--- src/rtl/mc_controller_pkg.sv ---
// Shared definitions for the multicycle controller: state encodings, opcodes
// and the bundled control-output record.
package mc_controller_pkg;

    typedef enum logic [3:0] {
        S_FETCH   = 4'd0,
        S_DECODE  = 4'd1,
        S_MEMADR  = 4'd2,
        S_MEMRD   = 4'd3,
        S_MEMWB   = 4'd4,
        S_MEMWR   = 4'd5,
        S_RTYPEEX = 4'd6,
        S_RTYPEWB = 4'd7,
        S_BEQEX   = 4'd8,
        S_ADDIEX  = 4'd9,
        S_ADDIWB  = 4'd10,
        S_JEX     = 4'd11
    } state_t;

    localparam logic [5:0] OP_RTYPE = 6'b000000;
    localparam logic [5:0] OP_LW    = 6'b100011;
    localparam logic [5:0] OP_SW    = 6'b101011;
    localparam logic [5:0] OP_BEQ   = 6'b000100;
    localparam logic [5:0] OP_ADDI  = 6'b001000;
    localparam logic [5:0] OP_J     = 6'b000010;

    typedef struct packed {
        logic       iord;
        logic       alusrca;
        logic       irwrite;
        logic       memwrite;
        logic       regwrite;
        logic       regdst;
        logic       memtoreg;
        logic       branch;
        logic       pcwrite;
        logic [1:0] pcsrc;
        logic [1:0] alusrcb;
        logic [1:0] aluop;
    } ctrl_t;

    function automatic logic op_legal(input logic [5:0] op);
        return (op == OP_RTYPE) || (op == OP_LW) || (op == OP_SW) ||
               (op == OP_BEQ) || (op == OP_ADDI) || (op == OP_J);
    endfunction

endpackage

--- src/rtl/mc_controller_outdec.sv ---
// Per-state control output decode. Unused state encodings decode to all-zero
// so a corrupted state register cannot fire a write strobe.
module mc_outdec
    import mc_controller_pkg::*;
(
    input  logic [3:0] state,
    input  logic       mem_ready,
    output ctrl_t      ctrl
);

    always_comb begin
        ctrl = '0;
        case (state)
            S_FETCH: begin
                ctrl.alusrcb = 2'b01;
                ctrl.irwrite = mem_ready;
                ctrl.pcwrite = mem_ready;
            end
            S_DECODE: ctrl.alusrcb = 2'b11;
            S_MEMADR: begin
                ctrl.alusrca = 1'b1;
                ctrl.alusrcb = 2'b10;
            end
            S_MEMRD: ctrl.iord = 1'b1;
            S_MEMWB: begin
                ctrl.memtoreg = 1'b1;
                ctrl.regwrite = 1'b1;
            end
            S_MEMWR: begin
                ctrl.iord     = 1'b1;
                ctrl.memwrite = 1'b1;
            end
            S_RTYPEEX: begin
                ctrl.alusrca = 1'b1;
                ctrl.aluop   = 2'b10;
            end
            S_RTYPEWB: begin
                ctrl.regdst   = 1'b1;
                ctrl.regwrite = 1'b1;
            end
            S_BEQEX: begin
                ctrl.alusrca = 1'b1;
                ctrl.aluop   = 2'b01;
                ctrl.pcsrc   = 2'b01;
                ctrl.branch  = 1'b1;
            end
            S_ADDIEX: begin
                ctrl.alusrca = 1'b1;
                ctrl.alusrcb = 2'b10;
            end
            S_ADDIWB: ctrl.regwrite = 1'b1;
            S_JEX: begin
                ctrl.pcsrc   = 2'b10;
                ctrl.pcwrite = 1'b1;
            end
            default: ctrl = '0;
        endcase
    end

endmodule

--- src/rtl/mc_controller.sv ---
// Multicycle CPU main controller: state register, next-state logic and
// output wiring around the mc_outdec decoder.
//
// state     | meaning
// FETCH     | read instruction, PC+4; waits on mem_ready
// DECODE    | register read, branch target compute
// MEMADR    | effective address for lw/sw
// MEMRD     | data memory read; waits on mem_ready
// MEMWB     | load result to register file
// MEMWR     | data memory write; waits on mem_ready
// RTYPEEX   | ALU operation per funct
// RTYPEWB   | ALU result to rd
// BEQEX     | compare and conditional PC update
// ADDIEX    | rs + immediate
// ADDIWB    | ALU result to rt
// JEX       | jump target to PC
module mc_controller
    import mc_controller_pkg::*;
#(
    parameter int STATE_W = 4
)
(
    input  logic       clk,
    input  logic       rst,
    input  logic [5:0] op,
    input  logic       zero,
    input  logic       mem_ready,
    output logic       iord,
    output logic       alusrca,
    output logic       irwrite,
    output logic       memwrite,
    output logic       regwrite,
    output logic       regdst,
    output logic       memtoreg,
    output logic       branch,
    output logic       pcwrite,
    output logic       pcen,
    output logic       illegal_op,
    output logic [1:0] pcsrc,
    output logic [1:0] alusrcb,
    output logic [1:0] aluop
);

    if (STATE_W != 4) begin : g_state_w_check
        $error("mc_controller: STATE_W must be 4");
    end

    logic [STATE_W-1:0] state_q;
    logic [STATE_W-1:0] state_d;
    ctrl_t              ctrl;

    always_ff @(posedge clk) begin
        if (rst) state_q <= S_FETCH;
        else     state_q <= state_d;
    end

    always_comb begin
        state_d = S_FETCH;
        case (state_q)
            S_FETCH:  state_d = mem_ready ? S_DECODE : S_FETCH;
            S_DECODE: begin
                case (op)
                    OP_LW, OP_SW: state_d = S_MEMADR;
                    OP_RTYPE:     state_d = S_RTYPEEX;
                    OP_BEQ:       state_d = S_BEQEX;
                    OP_ADDI:      state_d = S_ADDIEX;
                    OP_J:         state_d = S_JEX;
                    default:      state_d = S_FETCH;
                endcase
            end
            S_MEMADR:  state_d = (op == OP_SW) ? S_MEMWR : S_MEMRD;
            S_MEMRD:   state_d = mem_ready ? S_MEMWB : S_MEMRD;
            S_MEMWR:   state_d = mem_ready ? S_FETCH : S_MEMWR;
            S_RTYPEEX: state_d = S_RTYPEWB;
            S_ADDIEX:  state_d = S_ADDIWB;
            default:   state_d = S_FETCH;
        endcase
    end

    mc_outdec u_outdec (
        .state     (state_q),
        .mem_ready (mem_ready),
        .ctrl      (ctrl)
    );

    assign iord       = ctrl.iord;
    assign alusrca    = ctrl.alusrca;
    assign irwrite    = ctrl.irwrite;
    assign memwrite   = ctrl.memwrite;
    assign regwrite   = ctrl.regwrite;
    assign regdst     = ctrl.regdst;
    assign memtoreg   = ctrl.memtoreg;
    assign branch     = ctrl.branch;
    assign pcwrite    = ctrl.pcwrite;
    assign pcsrc      = ctrl.pcsrc;
    assign alusrcb    = ctrl.alusrcb;
    assign aluop      = ctrl.aluop;
    // Branch resolution must reach the PC enable in the same cycle as zero.
    assign pcen       = ctrl.pcwrite | (ctrl.branch & zero);
    assign illegal_op = (state_q == S_DECODE) && !op_legal(op);

endmodule

--- config.mk ---
export PLATFORM = sky130hd
export DESIGN_NAME = mc_controller
export DESIGN_NICKNAME = d
export VERILOG_FILES = /design/src/rtl/mc_controller_pkg.sv /design/src/rtl/mc_controller_outdec.sv /design/src/rtl/mc_controller.sv
export SDC_FILE = /design/constraint.sdc
export NUM_CORES = 1
export LEC_CHECK = 0
export CELL_PAD_IN_SITES_DETAIL_PLACEMENT = 0
export CELL_PAD_IN_SITES_GLOBAL_PLACEMENT = 1
export CORE_MARGIN = 2
export CORE_UTILIZATION = 22
export CTS_CLUSTER_SIZE = 10
export DETAILED_ROUTE_END_ITERATION = 7
export PLACE_DENSITY_LB_ADDON = 0.3
export REMOVE_ABC_BUFFERS = 1
export SYNTH_ARGS = -nofsm -noshare
export SYNTH_HDL_FRONTEND = slang
export SYNTH_SLANG_ARGS = --single-unit
export TNS_END_PERCENT = 30
--- constraint.sdc ---
create_clock -name clk -period 1.35 [get_ports clk]
set_clock_uncertainty 0.15 [all_clocks]
set_input_delay 0.27 -clock clk [delete_from_list [all_inputs] [get_ports clk]]
set_output_delay 0.27 -clock clk [all_outputs]
set_load 0.05 [all_outputs]
== Word-level counts from Yosys, hierarchy flattened ==
Index checks and enable logic that the tools add are counted.
Storage, ports and cells
  output and inout bits: 17
  register bits after elaboration: 4
Cells by class
  eq/ne operators: 16
  reduce and logical (&&, ||, !) cells: 14
  bitwise gates (word level): 2
  mux-type cells: 18
Operator list (number)
  4-bit case mux with 7 select lines: 1
  4-bit case mux with 5 select lines: 1
  4-bit by 3-bit == test with 1-bit output, second input constant: 4
  4-bit == test, second input constant: 4
  6-bit == test, second input constant: 2
  1-bit two-way mux: 9
  3-bit two-way mux: 3
  4-bit by 2-bit == test with 1-bit output, second input constant: 2
  2-bit case mux with 2 select lines: 2
  6-bit by 2-bit == test with 1-bit output, second input constant: 1
  6-bit by 3-bit == test with 1-bit output, second input constant: 1
  6-bit by 4-bit == test with 1-bit output, second input constant: 1
  6-bit zero test: 1
  2-bit case mux with 3 select lines: 1
  2-bit OR reduction: 3
  1-bit logical OR: 5
  4-bit by 1-bit == test with 1-bit output, second input constant: 1
  4-bit zero test: 1
  4-bit OR reduction: 1
  3-bit OR reduction: 1
  1-bit case mux with 2 select lines: 1
  1-bit AND: 1
  1-bit logical AND: 1
  1-bit zero test: 1
  1-bit bitwise OR: 1

== Longest topological paths before layout ==
  depth in word-level cells: 8
  depth in mapped cells: 5
  depth with buffers taken out: 4

== By module ==
A second synthesis with hierarchy kept.
Unflattened totals
  cell total of the unflattened synthesis: 75
  area total of the unflattened synthesis: 508.0 µm²
By module, submodules not included
  mc_controller: cells each 47, seq. area each 80.1 µm², area each 340.3 µm², times used 1
  mc_outdec: cells each 28, seq. area each 0.0 µm², area each 167.7 µm², times used 1

== Least setup slack after synthesis ==
OpenSTA, ideal clock, no wires.
  path type: reg2out
  start point: reg state_q[3]
  end point: out pcen
  arrival: 2290 ps
  stages on the path, launching flop included: 5
  slack: -1360 ps
  path buffers: 1
  cell sequence: dfxtp_1 > buf_2 > nand2_1 > nor3_1 > a21o_1
On the way
  longest elaborated chain between the ends: 4
  elaborated cells between the ends (all ways): 7
  classes of those cells: eq/ne (2); mux (2); bitwise (2); reduce/logical (1)
RTL lines
  from (decl): RTL line mc_controller.sv:48  | logic [STATE_W-1:0] state_q;
  from (signal assigned): RTL line mc_controller.sv:54  | else state_q <= state_d;
  4-bit == test: RTL line mc_controller_outdec.sv:13  | case (state)
  1-bit two-way mux: RTL line mc_controller_outdec.sv:13
  named net branch: RTL line mc_controller.sv:35  | output logic branch,
  1-bit AND: RTL line mc_controller.sv:99  | assign pcen = ctrl.pcwrite | (ctrl.branch & zero);
  1-bit bitwise OR: RTL line mc_controller.sv:99
  to (decl): RTL line mc_controller.sv:37  | output logic pcen,
The timed path passes the listed nets, and every way through them passes these cells.

== Worst setup path after layout ==
  start point: reg state_q[3]
  end point: out pcen
On the way
  longest elaborated chain between the ends: 4
  elaborated cells between the ends (all ways): 7
  classes of those cells: eq/ne (2); mux (2); bitwise (2); reduce/logical (1)
RTL lines (RTL line)
  4-bit == test: mc_controller_outdec.sv:13
  1-bit two-way mux: mc_controller_outdec.sv:13
  1-bit AND: mc_controller.sv:99
  1-bit bitwise OR *: mc_controller.sv:99
Mark *: on every way between the ends. The rest lies on a longest branch, timed or not.

==> summary.md <==
| Metric | Value |
|---|---|
| I/O pin count | `27` |
| Maximum clock frequency | `approximately 500 MHz` |
| Cells along the critical path | `or4_4 -> o22ai_4 -> a21o_1 -> buf_12` |
| Average size of a mapped cell | `6.77 µm²` |
| Number of global-route vias before repair | `between 800 and 900` |
| Power per Cell Area | `396 nW/µm²` |
| Violation count after the first detailed-route iteration | `15` |
| Clock tree from TritonCTS | `done` |
| Total global routing overflow | `0` |
| Layout-stage area growth over the synthesis result | `184%` |
| Area share of the largest cell type after synthesis | `15.8%` |
| Number of input and output port buffers inserted | `26` |
| Largest register FFs | `4` |
| H-tree depth | `1` |
| Die X | `52.1 µm` |
| Global-route wire length before repair | `between 3000 and 4000 µm` |
| Final Setup Violations | `21` |
| Flop and latch count out of synthesis | `4` |
| Number of nets in the finished design | `149` |
| Type of destination of the critical path | `primary output` |
| Worst voltage drop across the vdd grid | `0.269 mV` |
| Total clock sinks | `4` |
| Largest stage delay on the critical path | `about 560 ps` |
| Number of buffers added by the clock tree synthesis step | `3` |
| Core region area | `approximately 2200 µm²` |
| Mean number of vias per cell | `around 5.0` |
| Vertical die dimension | `roughly 52 µm` |
| # diodes | `0` |
| Post-synthesis instance area | `around 510 µm²` |
| Final sum of negative setup slack | `-8470 ps` |
| Clock-pin transition on the worst setup and hold timing paths | `around 40 ps` |
| Antenna violations before repair | `0` |
| Worst min-delay path category | `register to register` |
| Total power consumption of the routed design | `between 0.5 and 0.6 mW` |
| Pleak | `approximately 0.6 nW` |
| Depth of the worst register-to-register path | `8` |
| Register with the most flip-flops | `state_q` |
| Core utilization of the finished layout | `about two thirds` |
| Standard cell with the maximum stage delay on the critical path | `sky130_fd_sc_hd__or4_4` |
| Number of violations of the max-capacitance limit | `0` |
| # placed instances | `around 150` |
| CTS Buffer Depth | `2` |
| Data arrival at the endpoint of the critical path | `~1600 ps` |
| # DRC | `0` |
| Critical Path Fanout Max | `2` |
| Total of fill cells in the finished design | `approximately 170` |
| Number of standard-cell rows in the floorplan | `17` |
| Category of the critical setup timing path | `register to primary output` |
| Crit path time final | `~2000 ps` |
| Post-route non-filler standard cell count | `between 150 and 200` |
| Placer congestion estimate | `between 0.7 and 0.8` |
| Setup WS post-layout | `-654 ps` |
| Unrepaired setup endpoints after global routing | `true` |
| Top cells by area, synth | `sky130_fd_sc_hd__dfxtp_1, sky130_fd_sc_hd__nor3_1, sky130_fd_sc_hd__nand2b_1` |
| Sequential element share of the synthesized area | `~16%` |
| DP Worst Slack | `-707 ps` |
| Critical path launch point type | `register` |
| Average wire per cell in the routed design | `14.4 µm` |
| Register area | `roughly 86 µm²` |
| Max Slew Vio Count | `0` |
| CTS Root Buffer Type | `sky130_fd_sc_hd__clkbuf_4` |
| Worst max-slew margin expressed relative to the limit | `around four fifths` |
| Post-Layout Inst Area | `about 1400 µm²` |
| Clock latency of the later-clocked register in the worst-skew pair | `roughly 230 ps` |
| Leading registers by flop count | `state_q (4)` |
| Instance count along the most critical hold path | `2` |
| Final critical-path share of the clock period | `148%` |
| Distinct cells, synth | `35` |
| Cell taking the most area after synthesis | `sky130_fd_sc_hd__dfxtp_1` |
| CP required | `between 900 and 1000 ps` |
| Remaining antenna violation count | `0` |
| Fraction of final layout cells with drive strength greater than 1 | `about two thirds` |
| Starting density of the core | `between 20 and 25%` |
| Tightest Pin Transition | `roughly 300 ps` |
| Instance area after placement | `1170 µm²` |
| Total Die Area | `around 2700 µm²` |
| DRT Wirelength | `~2400 µm` |
| First drt pass iteration count | `4` |
| Aggregate global-route resource usage | `roughly a fifth` |
| Outcome | `finished, violations left` |
| Synthesized instance count | `between 70 and 80` |
| Synthesis warning total | `0` |
| Maximum number of pins on one net before global-route repair | `13` |
| Final number of hold-violating endpoints | `0` |
| Routed via count | `a little over 800` |
| Failing checks | `negative setup slack` |
| Hold slack | `between 400 and 500 ps` |
| DP HPWL | `1540 µm` |
| Combined area of the multi-input logic cells | `roughly 540 µm²` |
## final timing paths
check                  start         end  slack, ps
setup / recovery  state_q[3]        pcen       -650
setup reg to reg  state_q[1]  state_q[2]       -350
hold / removal    state_q[3]  state_q[0]        480
hold reg to reg   state_q[3]  state_q[0]        480
## cell families (layout without fill, tap and decap cells)
| kind of cell | Yosys count | after routing | share of synthesized area [%] |
|---|---|---|---|
| AOI/OAI and AO/OA | 24 | 24 | 33.0 |
| xor gates and xnor gates | 3 | 3 | 5.17 |
| buffers and inverters | 10 | 72 | 9.11 |
| DFF | 4 | 4 | 15.8 |
| and+or+nand+nor | 34 | 34 | 36.9 |
## synthesized netlist by cell type
| cell type | count |
|---|---|
| sky130_fd_sc_hd__xnor2_1 | 1 |
| sky130_fd_sc_hd__o211ai_1 | 2 |
| sky130_fd_sc_hd__nor2b_1 | 1 |
| sky130_fd_sc_hd__a21oi_1 | 4 |
| sky130_fd_sc_hd__buf_4 | 1 |
| sky130_fd_sc_hd__a31oi_1 | 2 |
| sky130_fd_sc_hd__a211oi_1 | 1 |
| sky130_fd_sc_hd__buf_2 | 3 |
| sky130_fd_sc_hd__and3_1 | 2 |
| sky130_fd_sc_hd__a2111oi_0 | 1 |
| sky130_fd_sc_hd__inv_1 | 3 |
| sky130_fd_sc_hd__nor4_1 | 1 |
| sky130_fd_sc_hd__o22ai_1 | 2 |
| sky130_fd_sc_hd__a222oi_1 | 1 |
| sky130_fd_sc_hd__o21ba_2 | 1 |
| sky130_fd_sc_hd__o32ai_2 | 1 |
| sky130_fd_sc_hd__nand2b_1 | 5 |
| sky130_fd_sc_hd__and3_2 | 1 |
| sky130_fd_sc_hd__nand2_1 | 4 |
| sky130_fd_sc_hd__o21bai_1 | 2 |
| sky130_fd_sc_hd__clkbuf_1 | 1 |
| sky130_fd_sc_hd__xor2_1 | 2 |
| sky130_fd_sc_hd__buf_1 | 1 |
| sky130_fd_sc_hd__nor3_2 | 1 |
| sky130_fd_sc_hd__and2b_1 | 1 |
| sky130_fd_sc_hd__clkbuf_2 | 1 |
| sky130_fd_sc_hd__a21boi_0 | 1 |
| sky130_fd_sc_hd__o21ai_0 | 5 |
| sky130_fd_sc_hd__dfxtp_1 | 4 |
| sky130_fd_sc_hd__nor2_1 | 6 |
| sky130_fd_sc_hd__nor3_1 | 8 |
| sky130_fd_sc_hd__a21o_1 | 1 |
| sky130_fd_sc_hd__or4_4 | 1 |
| sky130_fd_sc_hd__nand3_1 | 2 |
| sky130_fd_sc_hd__or4_1 | 1 |
## timing repair
action,in CTS,in global routing
pin swaps,8,3
setup buffers,9,0
resized for setup,49,3
endpoints found under the setup margin,21,21
hold buffers,0,0
## power breakdown
part	leakage, nW	switching [mW]	internal, mW
Clock	0.0138	0.0516	0.0996
Combinational	0.554	0.139	0.155
Sequential	0.0341	0.00498	0.121
Total	0.602	0.196	0.376
## per-layer routing
metal / vias to the layer above / global-route usage [%] / part of all wire [%]
li1: 403 / - / -
met1: 385 / 18.2 / 35
met2: 35 / 39.5 / 57
met3: 4 / 1.44 / 5.8
met4: 0 / 6.58 / 1.5
met5: - / 0 / 0
## placed cells by master, fill, tap and decap left out, types with 2 or more instances in the layout
cell | netlist | routed
sky130_fd_sc_hd__buf_4 | 1 | 36
sky130_fd_sc_hd__a21oi_1 | 4 | 3
sky130_fd_sc_hd__or4_4 | 1 | 2
sky130_fd_sc_hd__dlygate4sd2_1 | 0 | 4
sky130_fd_sc_hd__dfxtp_2 | 0 | 2
sky130_fd_sc_hd__xor2_1 | 2 | 2
sky130_fd_sc_hd__nor3_1 | 8 | 4
sky130_fd_sc_hd__inv_4 | 0 | 2
sky130_fd_sc_hd__buf_12 | 0 | 17
sky130_fd_sc_hd__clkdlybuf4s50_1 | 0 | 4
sky130_fd_sc_hd__a31oi_1 | 2 | 2
sky130_fd_sc_hd__o22ai_4 | 0 | 2
sky130_fd_sc_hd__nand2b_1 | 5 | 2
sky130_fd_sc_hd__nor2_4 | 0 | 4
sky130_fd_sc_hd__o21bai_1 | 2 | 2
sky130_fd_sc_hd__buf_6 | 0 | 4
sky130_fd_sc_hd__o211ai_1 | 2 | 2
sky130_fd_sc_hd__nor3_2 | 1 | 4
sky130_fd_sc_hd__o21ai_0 | 5 | 4
sky130_fd_sc_hd__nand2b_4 | 0 | 3
sky130_fd_sc_hd__clkbuf_4 | 0 | 3
sky130_fd_sc_hd__nand3_1 | 2 | 2
## final cells by class
cell class / count / share of cell area (%)
well taps: 28 / 2.43
repair buffers: 66 / 51.3
clock buffers: 3 / 1.56
inverters: 3 / 1.13
multi-input cells: 61 / 37.6
flip-flops and latches: 4 / 5.98
## critical path: cells and delay by family (launching register included)
| family | cells | cell delay, ps |
|---|---|---|
| AO/OA/AOI/OAI | 2 | 320 |
| buffers and inverters | 1 | 140 |
| flip-flops | 1 | 320 |
| AND/OR/NAND/NOR | 1 | 560 |
Note: power is estimated with default switching activity, not from simulation.
